[src/rtl/mem_access_stage.sv]
// MEM stage of the RV32I pipeline: drives the data-memory port and registers MEM/WB results.
// Latency: 1 cycle to wb_* for non-memory ops and zero-wait accesses; 1+N cycles for N wait states.
// Backpressure: stall is high while an access waits on dmem_ready; upstream inputs are held meanwhile.
//
// Ports:
//   clk, rst_n           : pipeline clock (rising edge), asynchronous active-low reset
//   alu_result, rs2_data : effective address / pass-through result, store data
//   rd_addr, reg_write   : destination register and its write enable
//   mem_read, mem_write  : load / store (both set means store), funct3 selects size and signedness
//   dmem_*               : request, write strobe, word address, byte enables, write data; ready/rdata back
//   forward_mem          : combinational alu_result for the Execute forwarding mux
//   stall                : freeze upstream stages
//   wb_data, wb_rd_addr, wb_reg_write : MEM/WB pipeline register
//   misalign_err, bus_err : one-cycle registered error pulses
module mem_access_stage #(
  parameter int TIMEOUT_CYCLES = 16,
  parameter int CNT_W          = 5
) (
  input  logic        clk,
  input  logic        rst_n,
  input  logic [31:0] alu_result,
  input  logic [31:0] rs2_data,
  input  logic [4:0]  rd_addr,
  input  logic        reg_write,
  input  logic        mem_write,
  input  logic        mem_read,
  input  logic [2:0]  funct3,
  output logic        dmem_req,
  output logic        dmem_we,
  output logic [31:0] dmem_addr,
  output logic [3:0]  dmem_be,
  output logic [31:0] dmem_wdata,
  input  logic        dmem_ready,
  input  logic [31:0] dmem_rdata,
  output logic [31:0] forward_mem,
  output logic        stall,
  output logic [31:0] wb_data,
  output logic [4:0]  wb_rd_addr,
  output logic        wb_reg_write,
  output logic        misalign_err,
  output logic        bus_err
);

  typedef enum logic {S_IDLE, S_WAIT} state_t;

  localparam logic [CNT_W-1:0] LP_TIMEOUT = CNT_W'(TIMEOUT_CYCLES);

  state_t           r_state;
  state_t           w_state_nxt;
  logic [CNT_W-1:0] r_cnt;
  logic [CNT_W-1:0] w_cnt_nxt;
  logic [CNT_W-1:0] w_cnt_inc;

  logic [31:0] r_wb_data;
  logic [4:0]  r_wb_rd_addr;
  logic        r_wb_reg_write;
  logic        r_misalign_err;
  logic        r_bus_err;

  logic        w_mem_op;
  logic        w_is_load;
  logic [1:0]  w_off;
  logic        w_half;
  logic        w_word;
  logic        w_misaligned;
  logic        w_timeout_hit;
  logic        w_req;
  logic        w_stall;
  logic        w_done;
  logic        w_timeout;
  logic        w_misalign;
  logic [3:0]  w_be;
  logic [31:0] w_wdata;
  logic [31:0] w_sh;
  logic [31:0] w_load_val;

  // Store takes priority when both mem_read and mem_write are set.
  assign w_mem_op  = mem_read | mem_write;
  assign w_is_load = mem_read & ~mem_write;
  assign w_off     = alu_result[1:0];
  assign w_half    = (funct3[1:0] == 2'b01);
  assign w_word    = funct3[1];
  assign w_misaligned = (w_half & alu_result[0]) | (w_word & (|alu_result[1:0]));

  // The counter holds the number of WAIT cycles already spent; the one now
  // in progress brings it to w_cnt_inc.
  assign w_cnt_inc     = r_cnt + 1'b1;
  assign w_timeout_hit = (TIMEOUT_CYCLES != 0) && (w_cnt_inc == LP_TIMEOUT);

  always_comb begin
    w_state_nxt = r_state;
    w_cnt_nxt   = r_cnt;
    w_req       = 1'b0;
    w_stall     = 1'b0;
    w_done      = 1'b0;
    w_timeout   = 1'b0;
    w_misalign  = 1'b0;
    case (r_state)
      S_IDLE: begin
        if (w_mem_op) begin
          if (w_misaligned) begin
            w_misalign = 1'b1;
          end else begin
            w_req = 1'b1;
            if (dmem_ready) begin
              w_done = 1'b1;
            end else begin
              w_stall     = 1'b1;
              w_state_nxt = S_WAIT;
              w_cnt_nxt   = '0;
            end
          end
        end
      end
      S_WAIT: begin
        w_req     = 1'b1;
        w_cnt_nxt = w_cnt_inc;
        // A response arriving on the timeout cycle still completes normally.
        if (dmem_ready) begin
          w_done      = 1'b1;
          w_state_nxt = S_IDLE;
        end else if (w_timeout_hit) begin
          w_timeout   = 1'b1;
          w_state_nxt = S_IDLE;
        end else begin
          w_stall = 1'b1;
        end
      end
      default: w_state_nxt = S_IDLE;
    endcase
  end

  // Store lane steering; loads read the full word.
  always_comb begin
    w_be    = 4'b1111;
    w_wdata = rs2_data;
    if (mem_write) begin
      case (funct3[1:0])
        2'b00: begin
          w_be    = 4'b0001 << w_off;
          w_wdata = {4{rs2_data[7:0]}};
        end
        2'b01: begin
          w_be    = 4'b0011 << {w_off[1], 1'b0};
          w_wdata = {2{rs2_data[15:0]}};
        end
        default: begin
          w_be    = 4'b1111;
          w_wdata = rs2_data;
        end
      endcase
    end
  end

  assign w_sh = dmem_rdata >> {w_off, 3'b000};

  always_comb begin
    w_load_val = w_sh;
    case (funct3)
      3'b000:  w_load_val = {{24{w_sh[7]}}, w_sh[7:0]};
      3'b100:  w_load_val = {24'd0, w_sh[7:0]};
      3'b001:  w_load_val = {{16{w_sh[15]}}, w_sh[15:0]};
      3'b101:  w_load_val = {16'd0, w_sh[15:0]};
      default: w_load_val = w_sh;
    endcase
  end

  always_ff @(posedge clk or negedge rst_n) begin
    if (!rst_n) begin
      r_state        <= S_IDLE;
      r_cnt          <= '0;
      r_wb_data      <= '0;
      r_wb_rd_addr   <= '0;
      r_wb_reg_write <= 1'b0;
      r_misalign_err <= 1'b0;
      r_bus_err      <= 1'b0;
    end else begin
      r_state        <= w_state_nxt;
      r_cnt          <= w_cnt_nxt;
      r_misalign_err <= w_misalign;
      r_bus_err      <= w_timeout;
      if (w_stall) begin
        // Bubble into WB while the access is outstanding.
        r_wb_reg_write <= 1'b0;
      end else begin
        r_wb_rd_addr   <= rd_addr;
        r_wb_reg_write <= reg_write & ~mem_write & ~w_misalign & ~w_timeout;
        r_wb_data      <= (w_done & w_is_load) ? w_load_val : alu_result;
      end
    end
  end

  // Request and stall are gated by rst_n so they drop the instant reset asserts.
  assign dmem_req     = w_req & rst_n;
  assign stall        = w_stall & rst_n;
  assign dmem_we      = mem_write;
  assign dmem_addr    = {alu_result[31:2], 2'b00};
  assign dmem_be      = w_be;
  assign dmem_wdata   = w_wdata;
  assign forward_mem  = alu_result;
  assign wb_data      = r_wb_data;
  assign wb_rd_addr   = r_wb_rd_addr;
  assign wb_reg_write = r_wb_reg_write;
  assign misalign_err = r_misalign_err;
  assign bus_err      = r_bus_err;

endmodule

[config.mk]
export PLATFORM = sky130hd
export DESIGN_NAME = mem_access_stage
export DESIGN_NICKNAME = d
export VERILOG_FILES = /design/src/rtl/mem_access_stage.sv
export SDC_FILE = /design/constraint.sdc
export NUM_CORES = 1
export LEC_CHECK = 0
export ABC_AREA = 0
export CORE_MARGIN = 8
export CORE_UTILIZATION = 41
export CTS_CLUSTER_DIAMETER = 100
export DETAILED_ROUTE_END_ITERATION = 7
export PLACE_DENSITY = 0.89
export SKIP_CTS_REPAIR_TIMING = 1
export SYNTH_ARGS = -nofsm -noshare
export SYNTH_HDL_FRONTEND = slang
export SYNTH_SLANG_ARGS = --single-unit
[constraint.sdc]
create_clock -name clk -period 3.7 [get_ports clk]
set_input_delay 0.74 -clock clk [delete_from_list [all_inputs] [get_ports clk]]
set_output_delay 0.74 -clock clk [all_outputs]
set_load 0.01 [all_outputs]
==> flow_summary.toml, run 1 <==
[timing]
hold_viol_final = 0
worst_slack_ps = 183
finalCritPeriodShare_pct = 95.0
holdWs_ps = 290
setup_viol = 0
finalSetupTns_ps = 0
clock_skew_ps = 6.59
max_freq_mhz = 284
max-slew-margin-rel_pct = 23.6
tightestPinTransition_ps = 1140
rsz0062_at_grt = "no"
period_minus_slack_ps = 3520
drv_slew = 0

[floorplan]
die_w_um = 115
die_area_um2 = 13200
io_pins = 253
die_y_um = 115
num_rows = 36
start_util_pct = 41.5
coreArea_um2 = 9640

[synth]
netlist.area_leader.share_pct = 28.8
seq_area_frac_synth_pct = 28.8
syn-instance-count = 461
synthTopCellsByArea = "dfrtp_1 (29%), buf_4 (14%), nand2_1 (6.7%), mux2i_1 (6.3%), mux2_2 (5.9%)"
ys_warn_count = 0
synth-seq-cells = 46
syn_avg_cell_area_um2 = 8.67
synthTopCellsByCount = "buf_4 (75), nand2_1 (71), dfrtp_1 (46), a211oi_1 (31), mux2i_1 (25)"
syn_area_um2 = 4000
synth.most_common_cell = "buf_4"
ys.flop_type = "dfrtp_1"
yosysUniqueCellTypes = 52
synth_top_area_cell = "dfrtp_1"
ys_async_sr_fraction_pct = 100
synth_edf_count = 0

[finish]
drive_gt1_share_pct = 11.9
num_antenna_cells = 0
nFillCells = 801
area_growth_pct = 54.6
final_nets = 739
final_util_pct = 64.1

[global_routing]
grt_pass1_wl_um = 24700
grt_start_max_net_pins = 40
antenna_found_initial = 0
grt.total_usage_pct = 23.5
overflow = 0
grt_pass1_vias = 4511

[placed_design]
port_buffers = 250
gp_congestion = 0.859
dp_hpwl_um = 12900
dp_slack_ps = 198

[drt]
ant_nets = 0
drc = 0
wl_met3_um = 1770
first_iter_violations = 293
first_pass_iters = 5
viasPerCell = 5.63
drt_wl_total_um = 16200
route.vias.total = 4289
routedWlPerCell_um = 21.3
wl_met2_um = 8020
routed.top_layer = "met4"
met1_length_um = 6070

[clock_network]
clk_latency_ps = 300
clkTransAtPathRegs_ps = 90
cts_tree = "done"
clockBufferDepth = 2
htreeDepth = 2
cts-buffers-inserted = 5
numClockSinks = 46
clockRootBuffer = "clkbuf_8"

[flow_run]
max_cap_viol_count = 0

[critical_path]
required_ps = 2960
critPathCaptureType = "primary output"
worstPathMaxFanout = 8
cp_data_arrival_time_ps = 2780
critical_path.startpoint_type = "primary input"
r2r_cells = 5
path_class = "in2out"

[min_path]
min_path_type = "in2async"

[pwr]
powerDensity_nw_per_um2 = 285
p_leak_nw = 2.42
ir_drop_mv = 0.143
p_total_mw = 1.76

[status]
outcome = "finished clean"
==> power breakdown <==
| part | internal, mW | leakage, nW | total [mW] | switching [mW] |
|---|---|---|---|---|
| Clock | 0.151 | 0.0482 | 0.331 | 0.180 |
| Combinational | 0.434 | 1.83 | 0.795 | 0.360 |
| Sequential | 0.573 | 0.543 | 0.634 | 0.0607 |
==> worst max-delay path: stages <==
cell and delay (ps):
clkdlybuf4s50_1 630, nand2b_1 140, nor2_2 370, mux2_2 400, clkdlybuf4s50_1 490
==> metal layers <==
| metal | vias up | global-route usage [%] |
|---|---|---|
| met5 | - | 0 |
| met4 | 0 | 7.53 |
| met3 | 31 | 7.44 |
| met2 | 286 | 41.9 |
| met1 | 2044 | 25.9 |
| li1 | 1928 | - |
==> area by class of cell <==
| type | count | area [um2] | area share, % |
|---|---|---|---|
| well taps | 133 | 166 | 2.69 |
| clock buffers | 7 | 86.3 | 1.40 |
| inverters | 3 | 11.3 | 0.182 |
| repair buffers | 269 | 2640 | 42.6 |
| flip-flops and latches | 46 | 1150 | 18.6 |
| clock inverters | 1 | 5.00 | 0.0810 |
| multi-input cells | 303 | 2120 | 34.4 |
==> logic make-up after synthesis <==
| logic type | synth area share [%] |
|---|---|
| DFF | 28.8 |
| adders and majority gates | 0.313 |
| and+or+nand+nor | 16.0 |
| buffers and inverters | 18.7 |
| muxes | 12.7 |
| AOI/OAI and AO/OA | 23.4 |
| other | 0.0938 |
==> per-stage QoR <==
step / instance area [um2] / std cells
global route: 6180 / 762
CTS: 6180 / 762
detailed placement: 6090 / 754
global placement: 6090 / 754
floorplan: 4000 / 462
finish: 6180 / 762
==> registers in the layout (all words and copies together) (netlist names) <==
name / cells
wb_data: 32
r_cnt: 5
wb_rd_addr: 5
bus_err: 1
misalign_err: 1
r_state: 1
wb_reg_write: 1
==> path summary, 6_finish.rpt <==
| path | from | endpoint | slack (ps) |
|---|---|---|---|
| max | mem_write | dmem_wdata[9] | 180 |
| min | rst_n | misalign_err | 290 |
| max reg2reg | r_state | wb_data[10] | 1510 |
| min reg2reg | wb_rd_addr[0] | wb_rd_addr[0] | 520 |
| max in group asynchronous | rst_n | r_cnt[0] | 2610 |
| min in group clk | wb_rd_addr[0] | wb_rd_addr[0] | 520 |
==> placed cells by master, fill, tap and decap left out, types with 7 or more instances in the layout <==
cell	count
a31oi_1	16
nand3b_1	8
nand3_1	11
mux2i_1	25
mux2_2	21
nand2b_1	7
buf_4	19
nor2_1	21
a211oi_1	31
o21ai_0	13
dfrtp_1	46
nand2_1	71
o211ai_1	14
a221oi_2	11
clkdlybuf4s50_1	248
Note: power is estimated with default switching activity, not from simulation.
==> run 2: changes to the inputs <==
--- a/config.mk
+++ b/config.mk
@@ -7,10 +7,10 @@
 export LEC_CHECK = 0
 export ABC_AREA = 0
 export CORE_MARGIN = 8
-export CORE_UTILIZATION = 41
+export CORE_UTILIZATION = 34
 export CTS_CLUSTER_DIAMETER = 100
 export DETAILED_ROUTE_END_ITERATION = 7
-export PLACE_DENSITY = 0.89
+export PLACE_DENSITY = 0.79
 export SKIP_CTS_REPAIR_TIMING = 1
 export SYNTH_ARGS = -nofsm -noshare
 export SYNTH_HDL_FRONTEND = slang
==> constraint.sdc (replaced) <==
create_clock -name clk -period 3.1 [get_ports clk]
set_input_delay 0.62 -clock clk [delete_from_list [all_inputs] [get_ports clk]]
set_output_delay 0.62 -clock clk [all_outputs]
set_load 0.01 [all_outputs]
==> run 2 against run 1 <==
- hold slack got worse by 110 ps
- highest routed layer is now met5
- cell area increased by 3.0%
- clock power increased by 86%
- critical endpoint is now dmem_wdata[14]
- die area increased by 18%
==> flow_summary.toml, run 2 (synthesized netlist as in run 1, its figures left out) <==
[critical_path]
critPathCaptureType = "primary output"
r2r_cells = 5
required_ps = 2480
cp_data_arrival_time_ps = 2410
rrSetupSlack_ps = 970
worstPathMaxFanout = 5
path_class = "in2out"
critical_path.startpoint_type = "primary input"
reg2reg_from = "r_cnt[0]"
reg2reg_to = "wb_rd_addr[4]"

[global_routing]
grt_pass1_wl_um = 25600
grt_pass1_vias = 4680
overflow = 0
grt_start_max_net_pins = 40
antenna_found_initial = 1
grt.total_usage_pct = 20.2

[floorplan]
die_w_um = 124
coreArea_um2 = 11500
die_y_um = 124
num_rows = 39
die_area_um2 = 15500
io_pins = 253
start_util_pct = 34.8

[timing]
tightestPinTransition_ps = 1030
drv_slew = 0
worst_slack_ps = 74.5
holdWs_ps = 182
period_minus_slack_ps = 3030
setup_viol = 0
max-slew-margin-rel_pct = 31.3
max_freq_mhz = 331
finalCritPeriodShare_pct = 97.6
rsz0062_at_grt = "no"
clock_skew_ps = 7.04
hold_viol_final = 0
finalSetupTns_ps = 0

[clock_network]
clkTransAtPathRegs_ps = 70
cts-buffers-inserted = 5
cts_tree = "done"
htreeDepth = 2
clockRootBuffer = "clkbuf_16"
clk_latency_ps = 280
clockBufferDepth = 2
numClockSinks = 46

[placed_design]
dp_hpwl_um = 13400
port_buffers = 250
placed_cell_area_um2 = 6180
place_inst = 775
dp_slack_ps = 17.4
gp_congestion = 0.860

[flow_run]
max_cap_viol_count = 0

[finish]
final_cell_mix = "clkdlybuf4s50_1 (246), nand2_1 (71), dfrtp_1 (46)"
largest_reg_flops = 32
instances_no_fill = 783
final_nets = 750
final_util_pct = 55.5
area_growth_pct = 59.2
stdcell_area_um2 = 6360
nFillCells = 1001
drive_gt1_share_pct = 13.6
num_antenna_cells = 0
final_common_cell = "clkdlybuf4s50_1"

[drt]
viasPerCell = 5.33
drc = 0
drt_wl_total_um = 16200
first_iter_violations = 397
routedWlPerCell_um = 20.7
route.vias.total = 4174
ant_nets = 0
first_pass_iters = 4

[pwr]
p_total_mw = 2.33
ir_drop_mv = 0.199
p_leak_nw = 2.53
powerDensity_nw_per_um2 = 366

[status]
outcome = "finished clean"

[min_path]
min_path_type = "in2async"
[run 2: cell types whose count changed in the layout (fill, tap and decap cells not counted)]
cell / change
clkinv_2: -1
buf_4: +10
dlymetal6s2s_1: +2
buf_6: +1
o21ai_1: +1
o21ai_0: -1
clkbuf_1: -1
clkbuf_16: +5
clkdlybuf4s50_1: -2
clkbuf_8: -6
bufinv_16: +1
clkinvlp_4: +2
[run 2: final cells by class]
type	count	area [um2]	area share, %
Timing Repair Buffer	280	2730	42.9
Clock buffer	5	125	1.97
Sequential cell	46	1150	18.1
Clock inverter	3	45.0	0.708
Inverter	3	11.3	0.177
Tap cell	143	179	2.81
Multi-Input combinational cell	303	2120	33.4
[run 2: power by group]
group	switching, mW	internal [mW]	total (mW)
combinational	0.423	0.529	0.951
sequential	0.0736	0.685	0.759
clock	0.236	0.380	0.616
total	0.732	1.59	2.33
[run 2: worst max-delay path by stage]
stage,slack (ps),start,to
after floorplan,820,funct3[0],stall
after global placement,60,funct3[1],stall
after detailed placement,20,funct3[1],dmem_wdata[28]
final,70,funct3[0],dmem_wdata[14]
after global routing,10,funct3[0],dmem_wdata[13]
after CTS,0.6,funct3[1],dmem_wdata[28]
[run 2: per-layer routing]
metal	share of wire (%)	wire, um	GRT usage [%]
met5	0.056	9	0
met4	1.7	278	5.10
met3	9.0	1470	7.36
met1	39	6370	21.7
met2	50	8090	36.4
[run 2: critical path: stages]
cell and delay [ps]:
clkdlybuf4s50_1 470, buf_4 190, nor2_2 120, buf_4 160, mux2_2 340, clkdlybuf4s50_1 490
